### config.mk
export PLATFORM = sky130hd
export DESIGN_NAME = ifetch_line_unit_flat
export DESIGN_NICKNAME = d
export VERILOG_FILES = /design/src/rtl/ifetch_line_unit_pkg.sv /design/src/rtl/ifetch_line_unit_if.sv /design/src/rtl/ifetch_line_unit_line_buf.sv /design/src/rtl/ifetch_line_unit.sv /design/src/flat_wrapper.sv
export SDC_FILE = /design/constraint.sdc
export NUM_CORES = 1
export LEC_CHECK = 0
export ABC_CLOCK_PERIOD_IN_PS = 6450
export CAP_MARGIN = 5
export CORE_MARGIN = 2
export CORE_UTILIZATION = 53
export CTS_BUF_LIST = sky130_fd_sc_hd__clkbuf_4 sky130_fd_sc_hd__clkbuf_8 sky130_fd_sc_hd__clkbuf_16
export CTS_CLUSTER_SIZE = 16
export DETAILED_ROUTE_END_ITERATION = 10
export GPL_ROUTABILITY_DRIVEN = 0
export GPL_TIMING_DRIVEN = 0
export PLACE_DENSITY = 0.95
export SLEW_MARGIN = 10
export SYNTH_ARGS = -nofsm -noshare
export SYNTH_HDL_FRONTEND = slang
export SYNTH_HIERARCHICAL = 1
export SYNTH_SLANG_ARGS = --single-unit
export TNS_END_PERCENT = 20
### constraint.sdc
create_clock -name clk_i -period 6.45 [get_ports clk_i]
set_input_delay 1.29 -clock clk_i [delete_from_list [all_inputs] [get_ports clk_i]]
set_output_delay 1.29 -clock clk_i [all_outputs]
set_load 0.01 [all_outputs]
### src/rtl/ifetch_line_unit_pkg.sv
// Shared constants and types for the single-line instruction fetch unit.
`default_nettype none

package ifetch_pkg;

  localparam int LINE_WORDS = 4;
  localparam int LINE_W     = 32 * LINE_WORDS;
  localparam int WORD_LSB   = 2;
  localparam int TAG_LSB    = 4;

  typedef enum logic [0:0] {
    IDLE = 1'b0,
    WAIT = 1'b1
  } state_t;

  localparam logic [31:0] NOP = 32'b0;

endpackage

`default_nettype wire

### src/rtl/ifetch_line_unit_if.sv
// Line-refill bus between the fetch unit (master) and instruction memory (slave).
`default_nettype none

interface ifetch_line_unit_if #(
  parameter int ADDR_W = 32,
  parameter int LINE_W = 128
);

  logic              mem_req_o;
  logic [ADDR_W-1:0] mem_addr_o;
  logic              mem_ack_i;
  logic [LINE_W-1:0] mem_data_i;

  modport master (
    output mem_req_o,
    output mem_addr_o,
    input  mem_ack_i,
    input  mem_data_i
  );

  modport slave (
    input  mem_req_o,
    input  mem_addr_o,
    output mem_ack_i,
    output mem_data_i
  );

endinterface

`default_nettype wire

### src/rtl/ifetch_line_unit_line_buf.sv
// One-entry line store: valid/tag/data registers, hit compare and word select.
`default_nettype none

module ifetch_line_buf
  import ifetch_pkg::*;
#(
  parameter int TAG_W   = 28,
  parameter int IDX_W   = 2,
  parameter int WORD_W  = 32,
  parameter int N_WORDS = 4
) (
  input  wire logic                            clk_i,
  input  wire logic                            rst_i,
  input  wire logic                            i_inv,
  input  wire logic                            i_install,
  input  wire logic [TAG_W-1:0]                i_tag,
  input  wire logic [N_WORDS-1:0][WORD_W-1:0]  i_line,
  input  wire logic [TAG_W-1:0]                i_lookup_tag,
  input  wire logic [IDX_W-1:0]                i_word,
  output logic                                 o_hit,
  output logic [WORD_W-1:0]                    o_word
);

  logic                           r_valid;
  logic [TAG_W-1:0]               r_tag;
  logic [N_WORDS-1:0][WORD_W-1:0] r_line;

  // Invalidate wins over install so a flush on the fill edge discards the line.
  always_ff @(posedge clk_i or negedge rst_i) begin
    if (!rst_i) begin
      r_valid <= 1'b0;
      r_tag   <= '0;
      r_line  <= '0;
    end else if (i_inv) begin
      r_valid <= 1'b0;
    end else if (i_install) begin
      r_valid <= 1'b1;
      r_tag   <= i_tag;
      r_line  <= i_line;
    end
  end

  assign o_hit  = r_valid && (r_tag == i_lookup_tag);
  assign o_word = r_line[i_word];

endmodule

`default_nettype wire

### src/rtl/ifetch_line_unit.sv
// IF-stage fetch front end: single-cycle hits from one line, req/ack refill on miss.
`default_nettype none

module ifetch_line_unit
  import ifetch_pkg::*;
#(
  parameter int ADDR_W     = 32,
  parameter int WORD_W     = 32,
  parameter int LINE_WORDS = ifetch_pkg::LINE_WORDS
) (
  input  wire logic              clk_i,
  input  wire logic              rst_i,
  input  wire logic              start_i,
  input  wire logic [ADDR_W-1:0] pc_i,
  input  wire logic              flush_i,
  output logic [WORD_W-1:0]      instr_o,
  output logic                   ready_o,
  ifetch_line_unit_if.master     mem
);

  localparam int IDX_W = TAG_LSB - WORD_LSB;
  localparam int TAG_W = ADDR_W - TAG_LSB;

  state_t            r_state;
  logic              r_drop;
  logic              r_req;
  logic [ADDR_W-1:0] r_addr;

  logic [TAG_W-1:0]  w_tag;
  logic [IDX_W-1:0]  w_word;
  logic              w_buf_hit;
  logic [WORD_W-1:0] w_buf_word;
  logic              w_hit;
  logic              w_install;
  logic              w_unused_offset;

  assign w_tag           = pc_i[ADDR_W-1:TAG_LSB];
  assign w_word          = pc_i[TAG_LSB-1:WORD_LSB];
  assign w_unused_offset = ^pc_i[WORD_LSB-1:0];

  // A line returning after a flush (earlier in WAIT or on this edge) is never kept.
  assign w_install = (r_state == WAIT) && mem.mem_ack_i && !r_drop && !flush_i;

  ifetch_line_buf #(
    .TAG_W   (TAG_W),
    .IDX_W   (IDX_W),
    .WORD_W  (WORD_W),
    .N_WORDS (LINE_WORDS)
  ) u_line_buf (
    .clk_i        (clk_i),
    .rst_i        (rst_i),
    .i_inv        (flush_i),
    .i_install    (w_install),
    .i_tag        (r_addr[ADDR_W-1:TAG_LSB]),
    .i_line       (mem.mem_data_i),
    .i_lookup_tag (w_tag),
    .i_word       (w_word),
    .o_hit        (w_buf_hit),
    .o_word       (w_buf_word)
  );

  assign w_hit   = start_i && !flush_i && (r_state == IDLE) && w_buf_hit;
  assign ready_o = w_hit;
  assign instr_o = w_hit ? w_buf_word : WORD_W'(NOP);

  assign mem.mem_req_o  = r_req;
  assign mem.mem_addr_o = r_addr;

  // Once issued, a request is held until its ack regardless of pc/start/flush.
  always_ff @(posedge clk_i or negedge rst_i) begin
    if (!rst_i) begin
      r_state <= IDLE;
      r_drop  <= 1'b0;
      r_req   <= 1'b0;
      r_addr  <= '0;
    end else begin
      case (r_state)
        IDLE: begin
          if (start_i && !flush_i && !w_buf_hit) begin
            r_req   <= 1'b1;
            r_addr  <= {w_tag, {TAG_LSB{1'b0}}};
            r_state <= WAIT;
          end
        end
        WAIT: begin
          if (flush_i) begin
            r_drop <= 1'b1;
          end
          if (mem.mem_ack_i) begin
            r_req   <= 1'b0;
            r_drop  <= 1'b0;
            r_state <= IDLE;
          end
        end
        default: r_state <= IDLE;
      endcase
    end
  end

endmodule

`default_nettype wire

### src/flat_wrapper.sv
// flat-port wrapper written by rule: the top's interface ports become plain ports
module ifetch_line_unit_flat import ifetch_pkg::*;
#(
  parameter int ADDR_W     = 32,
  parameter int WORD_W     = 32,
  parameter int LINE_WORDS = ifetch_pkg::LINE_WORDS
)
  (clk_i, rst_i, start_i, pc_i, flush_i, instr_o, ready_o, mem_mem_req_o, mem_mem_addr_o, mem_mem_ack_i, mem_mem_data_i);
  ifetch_line_unit_if #(.ADDR_W(ADDR_W)) mem_i ();
  input  wire logic clk_i;
  input  wire logic rst_i;
  input  wire logic start_i;
  input  wire logic [ADDR_W-1:0] pc_i;
  input  wire logic flush_i;
  output logic [WORD_W-1:0] instr_o;
  output logic ready_o;
  output wire logic [$bits(mem_i.mem_req_o)-1:0] mem_mem_req_o;
  output wire logic [$bits(mem_i.mem_addr_o)-1:0] mem_mem_addr_o;
  input wire logic [$bits(mem_i.mem_ack_i)-1:0] mem_mem_ack_i;
  input wire logic [$bits(mem_i.mem_data_i)-1:0] mem_mem_data_i;
  assign mem_mem_req_o = mem_i.mem_req_o;
  assign mem_mem_addr_o = mem_i.mem_addr_o;
  assign mem_i.mem_ack_i = mem_mem_ack_i;
  assign mem_i.mem_data_i = mem_mem_data_i;
  ifetch_line_unit #(.ADDR_W(ADDR_W), .WORD_W(WORD_W), .LINE_WORDS(LINE_WORDS)) u_core (.clk_i(clk_i), .rst_i(rst_i), .start_i(start_i), .pc_i(pc_i), .flush_i(flush_i), .instr_o(instr_o), .ready_o(ready_o), .mem(mem_i));
endmodule
==> impl_metrics.ini <==
[layout]
diodes = 0
nFillCells = 959
drive_gt1_frac = 0.363
final_cells = 995
final_area_sq_um = 11800
seqCellArea_sq_um = 4700
layout.cells.most_common = clkdlybuf4s50_1
multi_input_area_sq_um = 3450
num-nets-final = 932
syn_to_final_growth_pct = 36.7
final_cell_mix = clkdlybuf4s50_1 (222), dfrtp_1 (188), mux2_2 (172), and2_1 (32), mux4_2 (32)

[hold_path]
hp-class = reg -> reg
hold-path-cell-count = 1

[clocking]
clk-insertion-delay-late_ns = 0.42
clk_pin_slew_ns = 0.07
post_cts_buffers = 0
cts_buffers = 17
clock-sinks = 188
cts_tree = built
h-tree-depth = 4
hold_buffers = 0
clock_path_buffers = 2
root_buffer = clkbuf_16
cts-resized-gates = 0

[drt]
avgRoutedWirePerCell_microns = 21.7
drt_pre_antenna_iters = 4
drtIter0Drc = 187
vias = 5409
ant_nets = 0
vias_per_cell = 5.44
routed_wl_mm = 21.6
drcViolationCount = 0

[placed_design]
numPortBuffers = 223
dp_hpwl_mm = 15.9
placed_cells = 964
postPlaceCellArea_sq_um = 11200

[die]
core_area_sq_um = 15900
die_w_microns = 132
ioPinCount = 231
dieArea_sq_um = 17300
start_util = 0.543
die_h_microns = 132
rows = 46

[synth]
synthDistinctLibCells = 27
avgSynthCellArea_sq_um = 16.6
ys_seq_area_frac = 0.545
synth_edf_count = 0
ys_seq_elements = 188
synth_top_area_frac = 0.545
ys.flop_type = dfrtp_1
async_flop_share = 1.00
synth_area_leaders = dfrtp_1 (55%), mux2_2 (22%), mux4_2 (8.4%)
synth_area_leader_cell = dfrtp_1
synthCells = 521
netlist_area_sq_um = 8630
yosys_warnings = 6

[timing]
final-setup-viol-count = 0
worstMarginPinSlew_ns = 0.833
setup-tns-final_ns = 0
fin_skew_ns = 0.00957
rsz0062_at_grt = no
maxSlewViolCount = 0
period_needed_ns = 5.79
hold_viol = 0
min_period_over_period = 0.898
max_freq_ghz = 0.173
slew_headroom = 0.445

[setup_path]
cpPeakStageDelay_ns = 0.58
critical-path-slowest-cell = clkdlybuf4s50_1
end_kind = output port
path_class = in -> out
cp_common_cell = clkdlybuf4s50_1
cp_max_fo = 10
worstPathRequired_ns = 5.16
critPathArrivalTime_ns = 4.50
r2r_cells = 7
startpoint_type = primary input
crit_chain = clkdlybuf4s50_1 > xor2_1 > nor4_1 > nand3_1 > nor4_2 > and4bb_2 > clkbuf_1 > and2_1 > clkdlybuf4s50_1

[pwr]
power_w = 0.00394
cellLeakagePower_nw = 5.00
vdd_drop_max_v = 0.000194
pwr_density_cell_nw_per_um2 = 334

[outcome]
status = completed

[flow_run]
max_cap_viol_count = 0

[grt]
grt-ovfl-total = 0
antenna_found_initial = 0
grt_usage = 0.259
grt_pass1_vias = 6185
grt_start_max_net_pins = 113
grt_pass1_wl_mm = 34.2
final cells by class:
class	instances	share of cell area
multi-input combinational	301	0.292
buffer	34	0.0408
timing repair buffer	224	0.192
clock buffer	22	0.0414
sequential	188	0.399
clock inverter	9	0.0114
inverter	1	0.000318
tap	216	0.0229
synth_stat cells, types with 2 or more instances:
cell and instances:
a21o_1 2, a21oi_1 2, and2_1 32, buf_12 18
buf_2 4, buf_4 5, buf_6 5, clkbuf_1 2
dfrtp_1 188, mux2_1 2, mux2_2 172, mux2_4 10
mux4_2 32, nand4_1 3, nor2_1 2, nor3_1 2
nor4_1 4, xnor2_1 9, xor2_1 19
sequential cells by signal, indices dropped and copies added, names as in the netlist:
name                       cells
u_core/mem.mem_addr_o         28
u_core/r_state                 1
u_core/r_drop                  1
u_core/mem.mem_req_o           1
u_core/u_line_buf/r_valid      1
u_core/u_line_buf/r_line     128
u_core/u_line_buf/r_tag       28
per-stage QoR:
step	utilization	hold WS [ns]	setup slack, ns
2_1_floorplan	-	0.466	2.32
3_3_place_gp	0.701	0.463	-3.21
3_5_place_dp	0.703	0.465	0.613
4_1_cts	0.743	0.481	0.599
5_1_grt	0.743	0.501	0.430
6_report	0.743	0.480	0.657
layer usage:
metal  share of wire  GRT usage  vias to the layer above
li1                -          -                     2369
met1            0.40      0.316                     2789
met2            0.52      0.444                      195
met3           0.041     0.0494                       56
met4           0.038      0.125                        0
met5               0          0                        -
critical path: cells and delay by family:
| kind | cells | cell delay [ns] |
|---|---|---|
| xor gates and xnor gates | 1 | 0.18 |
| buffers and inverters | 3 | 1.48 |
| and+or+nand+nor | 5 | 1.55 |
power by group:
group	internal, W	switching, W	leakage [nW]	total, W
Sequential	0.00162	0.000264	2.33	0.00188
Clock	0.000655	0.000439	0.306	0.00109
Combinational	0.000674	0.000296	2.36	0.000970
path summary, 6_finish.rpt:
check                                                         from                                        to  slack (ns)
max                                                       pc_i[18]                                instr_o[0]        0.66
min                               u_core/mem.mem_req_o$_DFFE_PN0P_          u_core/mem.mem_req_o$_DFFE_PN0P_        0.48
max reg2reg                u_core/u_line_buf/r_tag[14]$_DFFE_PN0P_      u_core/mem.mem_addr_o[5]$_DFFE_PN0P_        4.27
min reg2reg                       u_core/mem.mem_req_o$_DFFE_PN0P_          u_core/mem.mem_req_o$_DFFE_PN0P_        0.48
max in group asynchronous                                    rst_i  u_core/u_line_buf/r_line[74]$_DFFE_PN0P_        4.63
min in group asynchronous                                    rst_i     u_core/mem.mem_addr_o[22]$_DFFE_PN0P_        0.95
logic make-up after synthesis:
| logic type | count (synthesis) | synth area share |
|---|---|---|
| other cells | 1 | 0.000435 |
| mux | 216 | 0.328 |
| xor+xnor | 28 | 0.0284 |
| compound gates | 4 | 0.00290 |
| flops | 188 | 0.545 |
| simple gates | 49 | 0.0386 |
| buf+inv | 35 | 0.0563 |
Power figures use the tool's default switching activity.
